===== config.mk =====
export PLATFORM = sky130hd
export DESIGN_NAME = ctr_drbg_core
export DESIGN_NICKNAME = d
export VERILOG_FILES = /design/src/rtl/ctr_drbg_core.sv
export SDC_FILE = /design/constraint.sdc
export NUM_CORES = 2
export LEC_CHECK = 0
export BUFFER_PORTS_ARGS = -buffer_cell sky130_fd_sc_hd__buf_2
export CAP_MARGIN = 20
export CORE_AREA = 3 3 304 306
export CTS_CLUSTER_SIZE = 25
export DETAILED_ROUTE_END_ITERATION = 10
export DIE_AREA = 0 0 307 309
export GPL_ROUTABILITY_DRIVEN = 0
export PLACE_DENSITY_LB_ADDON = 0.2
export SETUP_SLACK_MARGIN = 0.5
export SLEW_MARGIN = 20
export SYNTH_ARGS = -nofsm -noshare
export SYNTH_HDL_FRONTEND = slang
export SYNTH_SLANG_ARGS = --single-unit

===== constraint.sdc =====
create_clock -name clk -period 4.25 [get_ports clk]
set_input_delay 0.425 -clock clk [delete_from_list [all_inputs] [get_ports clk]]
set_output_delay 0.425 -clock clk [all_outputs]
set_load 0.02 [all_outputs]

===== src/rtl/ctr_drbg_core.sv =====
// ctr_drbg_core: CTR_DRBG state machine for AES-128 with a 128-bit counter.
//
// The core holds the DRBG working state (Key, V, reseed counter) and runs
// Instantiate, Reseed and Generate. It has no prediction resistance and takes
// no additional input. Block encryptions are done by an external AES-128 ECB
// engine that is reached over a request/acknowledge port.
//
// Ports
//   clk             clock
//   rst             synchronous active-high reset
//   cmd_valid_i     command strobe, taken only while cmd_ready_o is high
//   cmd_i           00 NOP, 01 INSTANTIATE, 10 RESEED, 11 GENERATE
//   seed_i          256-bit seed material (MSB-first), used by INSTANTIATE/RESEED
//   nblocks_i       number of 128-bit blocks a GENERATE produces
//   cmd_ready_o     high only while idle
//   aes_req_o       encryption request, held until aes_ack_i
//   aes_key_o       current Key
//   aes_pt_o        plaintext, which is V after its increment
//   aes_ack_i       one-cycle acknowledge; aes_ct_i is valid in the same cycle
//   aes_ct_i        ciphertext
//   rnd_valid_o     random block valid
//   rnd_o           random block, MSB-first
//   rnd_ready_i     downstream accept; a block transfers when valid and ready are both high
//   done_o          one-cycle pulse when a command completes
//   err_o           one-cycle pulse, together with done_o, when a command is rejected
//   instantiated_o  the working state is valid
//   reseed_req_o    the reseed counter has passed RESEED_INTERVAL

module ctr_drbg_core #(
  parameter int unsigned SEED_BITS       = 256,
  parameter int unsigned MAX_BLOCKS      = 64,
  parameter int unsigned RESEED_INTERVAL = 32'h1000,
  localparam int unsigned NbW            = $clog2(MAX_BLOCKS + 1)
) (
  input  logic                 clk,
  input  logic                 rst,
  input  logic                 cmd_valid_i,
  input  logic [1:0]           cmd_i,
  input  logic [SEED_BITS-1:0] seed_i,
  input  logic [NbW-1:0]       nblocks_i,
  output logic                 cmd_ready_o,
  output logic                 aes_req_o,
  output logic [127:0]         aes_key_o,
  output logic [127:0]         aes_pt_o,
  input  logic                 aes_ack_i,
  input  logic [127:0]         aes_ct_i,
  output logic                 rnd_valid_o,
  output logic [127:0]         rnd_o,
  input  logic                 rnd_ready_i,
  output logic                 done_o,
  output logic                 err_o,
  output logic                 instantiated_o,
  output logic                 reseed_req_o
);

  localparam logic [1:0] CmdInst   = 2'b01;
  localparam logic [1:0] CmdReseed = 2'b10;
  localparam logic [1:0] CmdGen    = 2'b11;

  localparam logic [NbW-1:0] MaxBlk  = NbW'(MAX_BLOCKS);
  localparam logic [NbW-1:0] OneBlk  = NbW'(1);
  localparam logic [31:0]    Interval = 32'(RESEED_INTERVAL);

  typedef enum logic [2:0] {
    StIdle,
    StUpd0,
    StUpd1,
    StUpdApply,
    StGenEnc,
    StGenOut,
    StDone
  } state_e;

  // Which command the shared Update sequence is finishing.
  typedef enum logic [1:0] {
    OpInst,
    OpReseed,
    OpGen
  } op_e;

  state_e               r_state;
  op_e                  r_op;
  logic [127:0]         r_key;
  logic [127:0]         r_v;
  logic [SEED_BITS-1:0] r_pd;
  logic [SEED_BITS-1:0] r_t;
  logic [31:0]          r_ctr;
  logic [NbW-1:0]       r_blk;
  logic                 r_inst;
  logic                 r_aes_req;
  logic [127:0]         r_rnd;
  logic                 r_rnd_valid;
  logic                 r_done;
  logic                 r_err;

  logic w_reseed_req;
  logic w_gen_bad;

  assign w_reseed_req = (r_ctr > Interval);

  // Any of these conditions makes a GENERATE fail without touching the working state.
  assign w_gen_bad = !r_inst || w_reseed_req || (nblocks_i == '0) || (nblocks_i > MaxBlk);

  always_ff @(posedge clk) begin
    if (rst) begin
      r_state     <= StIdle;
      r_op        <= OpInst;
      r_key       <= '0;
      r_v         <= '0;
      r_pd        <= '0;
      r_t         <= '0;
      r_ctr       <= '0;
      r_blk       <= '0;
      r_inst      <= 1'b0;
      r_aes_req   <= 1'b0;
      r_rnd       <= '0;
      r_rnd_valid <= 1'b0;
      r_done      <= 1'b0;
      r_err       <= 1'b0;
    end else begin
      case (r_state)
        StIdle: begin
          if (cmd_valid_i) begin
            case (cmd_i)
              CmdInst: begin
                r_key   <= '0;
                r_v     <= '0;
                r_pd    <= seed_i;
                r_op    <= OpInst;
                r_state <= StUpd0;
              end
              CmdReseed: begin
                if (!r_inst) begin
                  r_done  <= 1'b1;
                  r_err   <= 1'b1;
                  r_state <= StDone;
                end else begin
                  r_pd    <= seed_i;
                  r_op    <= OpReseed;
                  r_state <= StUpd0;
                end
              end
              CmdGen: begin
                if (w_gen_bad) begin
                  r_done  <= 1'b1;
                  r_err   <= 1'b1;
                  r_state <= StDone;
                end else begin
                  r_blk   <= nblocks_i;
                  r_op    <= OpGen;
                  r_state <= StGenEnc;
                end
              end
              default: ; // NOP
            endcase
          end
        end

        // Each encryption state first bumps V and raises the request in the
        // same edge, then waits for the acknowledge. Key and V stay put while
        // the request is pending, so the engine sees a stable key/plaintext.
        StUpd0: begin
          if (!r_aes_req) begin
            r_v       <= r_v + 128'd1;
            r_aes_req <= 1'b1;
          end else if (aes_ack_i) begin
            r_aes_req                 <= 1'b0;
            r_t[SEED_BITS-1 -: 128]   <= aes_ct_i;
            r_state                   <= StUpd1;
          end
        end

        StUpd1: begin
          if (!r_aes_req) begin
            r_v       <= r_v + 128'd1;
            r_aes_req <= 1'b1;
          end else if (aes_ack_i) begin
            r_aes_req   <= 1'b0;
            r_t[127:0]  <= aes_ct_i;
            r_state     <= StUpdApply;
          end
        end

        StUpdApply: begin
          r_key <= r_t[SEED_BITS-1 -: 128] ^ r_pd[SEED_BITS-1 -: 128];
          r_v   <= r_t[127:0] ^ r_pd[127:0];
          case (r_op)
            OpInst: begin
              r_ctr  <= 32'd1;
              r_inst <= 1'b1;
            end
            OpReseed: r_ctr <= 32'd1;
            default: begin
              if (r_ctr != '1) begin
                r_ctr <= r_ctr + 32'd1;
              end
            end
          endcase
          r_done  <= 1'b1;
          r_state <= StDone;
        end

        StGenEnc: begin
          if (!r_aes_req) begin
            r_v       <= r_v + 128'd1;
            r_aes_req <= 1'b1;
          end else if (aes_ack_i) begin
            r_aes_req   <= 1'b0;
            r_rnd       <= aes_ct_i;
            r_rnd_valid <= 1'b1;
            r_state     <= StGenOut;
          end
        end

        StGenOut: begin
          if (rnd_ready_i) begin
            r_rnd_valid <= 1'b0;
            r_blk       <= r_blk - OneBlk;
            if (r_blk == OneBlk) begin
              // Last block handed over: refresh Key/V with an all-zero Update.
              r_pd    <= '0;
              r_state <= StUpd0;
            end else begin
              r_state <= StGenEnc;
            end
          end
        end

        StDone: begin
          r_done  <= 1'b0;
          r_err   <= 1'b0;
          r_state <= StIdle;
        end

        default: r_state <= StIdle;
      endcase
    end
  end

  assign cmd_ready_o    = (r_state == StIdle);
  assign aes_req_o      = r_aes_req;
  assign aes_key_o      = r_key;
  assign aes_pt_o       = r_v;
  assign rnd_valid_o    = r_rnd_valid;
  assign rnd_o          = r_rnd;
  assign done_o         = r_done;
  assign err_o          = r_err;
  assign instantiated_o = r_inst;
  assign reseed_req_o   = w_reseed_req;

endmodule


==> metrics.md <==
| Metric | Value |
|---|---|
| Area delta synth->final | 30.6% |
| Final Hold Fails | 0 |
| Asr flop ratio synth | 0 |
| Final WL | 154 mm |
| CP Buf/Inv Count | 0 |
| Max Freq | 276 MHz |
| Worst min-delay path category | input pin to flop |
| CTS tree | done |
| Die height | 309 um |
| Flop and latch count out of synthesis | 945 |
| DRT iter0 DRCs | 4119 |
| Critical Path Source Type | flop |
| Die X | 307 um |
| Die area | 0.0949 mm^2 |
| I/O pin count | 789 |
| Worst hold path endpoint | r_pd[158]$_SDFFE_PP0P_ |
| Syn nets | 5216 |
| Final Instance Area | 0.0514 mm^2 |
| Worst R2R End | aes_pt_o[106]$_SDFFE_PP0P_ |
| Reg2reg path depth | 7 |
| Worst-Skew Late Latency | 0.69 ns |
| Crit-path max cell delay | 0.91 ns |
| Share of layout cells above drive strength 1 | 0.182 |
| Final setup violating endpoints | 0 |
| Avg Cell Area, Syn | 8.17 um^2 |
| Largest net degree at the start of global routing | 134 |
| Mapped Cells | 4813 |
| CP most frequent cell | or4_1 |
| Pwr Density | 463 mW/mm^2 |
| Synth Cell Area | 0.0393 mm^2 |
| Max Cap Viol | 0 |
| WS Path Type | flop to flop |
| Nets@finish | 6186 |
| WL/cell | 21.8 um |
| P_leak | 20.2 nW |
| Buffers on Ports | 788 |
| CP max stage cell | nor4_2 |
| FP Rows | 110 |
| Critical path's top delay family | simple AND/OR/NAND/NOR gates |
| Placed cell areas | 0.0442 mm^2 |
| WHS Path Cells | 3 |
| EDFF count, synth | 0 |
| Antenna violations before repair | 10 |
| Setup TNS | 0 ns |
| DRC | 0 |
| Fin. max-slew vios | 0 |
| Drt pass-1 iters | 6 |
| First-pass GRT wire length | 230 mm |
| Clock transition at path regs | 0.06 ns |
| Util after Layout | 0.572 |
| Postcts setup bufs | 0 |
| CTS resizes | 0 |
| Vias after detailed routing | 40400 |
| Sequential-to-total area share from yosys stat | 0.481 |
| CTS sink count | 945 |
| Status | finished, final reports clean |
| Worst-Margin Slew | 1.10 ns |
| GRT Overall Usage | 0.308 |
| Final critical-path required period | 3.63 ns |
| Max Buffers Root-to-Sink | 3 |
| Detail Route Antenna Nets | 0 |
| Flop2flop setup slack | 0.62 ns |
| DPL Wire Length | 103 mm |
| Clock Skew | 0.0253 ns |
| GRT overflow | 0 |
| Cell variety after synth | 77 |
| Worst hold start | seed_i[158] |
| Total CTS buffers | 103 |
| Starting Density | 0.438 |
| Reg2reg start | aes_pt_o[0]$_SDFFE_PP0P_ |
| Via density per instance | 5.73 |
| Worst Path Arrival | 4.24 ns |
| # H-tree levels | 3 |
| Worst slew margin | 0.259 |
| VDD IR max | 689 uV |
| RSZ-0062 raised after global routing | false |
| Critical path capture point type | flop |
| Crit-path max FO | 10 |
| Main flop type after synthesis | dfxtp_1 |
| Root buf cell | clkbuf_16 |
| Hold Buf Count CTS | 372 |
| Crit share post-route | 0.853 |
| CP required | 4.86 ns |
| Number of global-route vias before repair | 38200 |
| Core area | 0.0899 mm^2 |
| CP Cell Sequence | ha_1 > nand3_1 > nor4_2 > nand2_1 > or4_1 > or4_1 > a31oi_1 |
| Synth Warn # | 0 |
power by group:
| part | switching [W] | internal [W] |
|---|---|---|
| registers | 0.000349 | 0.00923 |
| clock network | 0.00380 | 0.00529 |
| logic | 0.00355 | 0.00154 |
| total | 0.00769 | 0.0161 |
stage by stage:
step                      hold slack (ns)  cells  setup WS (ns)  power [W]
after floorplan                     0.445   4813           1.28     0.0126
after global placement              0.439   6481          0.833     0.0144
after detailed placement            0.443   6481          0.760     0.0145
after CTS                        0.000352   7041          0.739     0.0238
after global routing               0.0180   7051          0.560     0.0247
final                              0.0202   7052          0.623     0.0238
registers in the layout, indices dropped and copies added, names as in the netlist:
signal,count
r_op,2
r_state,3
r_blk,7
err_o,1
r_t,256
rnd_o,128
rnd_valid_o,1
r_pd,256
aes_pt_o,128
aes_key_o,128
done_o,1
aes_req_o,1
r_ctr,32
instantiated_o,1
area by class of cell:
class | count | area, um^2
clock inverter | 29 | 318
tap | 1176 | 1470
fill | 8183 | 38500
timing repair buffer | 1232 | 8360
antenna | 10 | 25.0
inverter | 47 | 176
sequential | 945 | 18900
clock buffer | 159 | 3120
multi-input combinational | 3454 | 19000
layer usage:
metal,global-route usage,share of wire,wire length [um]
met5,0,0,0
met4,0.155,0.052,8050
met3,0.0748,0.087,13500
met2,0.496,0.46,70300
met1,0.386,0.40,62200
cell usage in the layout (no fill, tap or decap), drive strengths merged, types with 11 or more instances in the layout:
cell type and instances:
a31oi 42, nand2 902, o32ai 15, dfxtp 945, and2 11, nor2 553
or3 34, a22oi 441, nor4 73, xor2 203, nand3 88, and4 14
nand4 102, o22ai 20, o211ai 15, buf 860, clkbuf 159, or4 32
dlygate4sd3 372, mux2i 26, o21ai 102, and3 16, inv 50, clkinv 17
nor3 85, xnor2 75, a21oi 468
synthesized netlist by cell type, types with 8 or more instances:
cell      number  area share
dfxtp_1      945        0.48
nand2_1      902       0.086
nor2_1       552       0.053
a21oi_1      468       0.060
a22oi_1      441       0.084
clkbuf_1     341       0.033
xor2_1       203       0.045
nand4_1      101       0.016
o21ai_0      101       0.013
nand3_1       88       0.011
nor3_1        85       0.011
xnor2_1       75       0.017
nor4_1        72       0.011
inv_1         46      0.0044
a31oi_1       42      0.0067
or3_1         31      0.0049
or4_1         31      0.0059
mux2i_1       26      0.0066
o22ai_1       20      0.0032
buf_1         19      0.0018
and3_1        15      0.0024
o211ai_1      15      0.0029
o32ai_1       15      0.0033
and4_1        14      0.0031
and2_1         9      0.0014
a21o_1         8      0.0015
nor4b_1        8      0.0018
o21a_1         8      0.0015
o31ai_1        8      0.0015
tightest hold or removal path: stages:
cell,delay (ns)
buf_2,0.09
a22oi_1,0.07
nor2_1,0.08
cells by family after synthesis:
group / Yosys count / synth area share
AOI/OAI and AO/OA: 1200 / 0.194
muxes: 28 / 0.00719
buffers and inverters: 414 / 0.0397
DFF: 945 / 0.481
and+or+nand+nor: 1943 / 0.215
xor gates and xnor gates: 278 / 0.0619
adders and majority gates: 5 / 0.00159
worst max path at each step:
stage                             startpoint                          to  slack [ns]  cells past startpoint
CTS                 aes_pt_o[0]$_SDFFE_PP0P_  aes_pt_o[106]$_SDFFE_PP0P_        0.74                      7
global placement    aes_pt_o[0]$_SDFFE_PP0P_  aes_pt_o[106]$_SDFFE_PP0P_        0.83                      7
finish              aes_pt_o[0]$_SDFFE_PP0P_  aes_pt_o[106]$_SDFFE_PP0P_        0.62                      7
detailed placement  aes_pt_o[0]$_SDFFE_PP0P_  aes_pt_o[106]$_SDFFE_PP0P_        0.76                      7
global route        aes_pt_o[0]$_SDFFE_PP0P_  aes_pt_o[106]$_SDFFE_PP0P_        0.56                      7
floorplan           aes_pt_o[0]$_SDFFE_PP0P_  aes_pt_o[106]$_SDFFE_PP0P_        1.28                      8
Note: power is estimated with default switching activity, not from simulation.
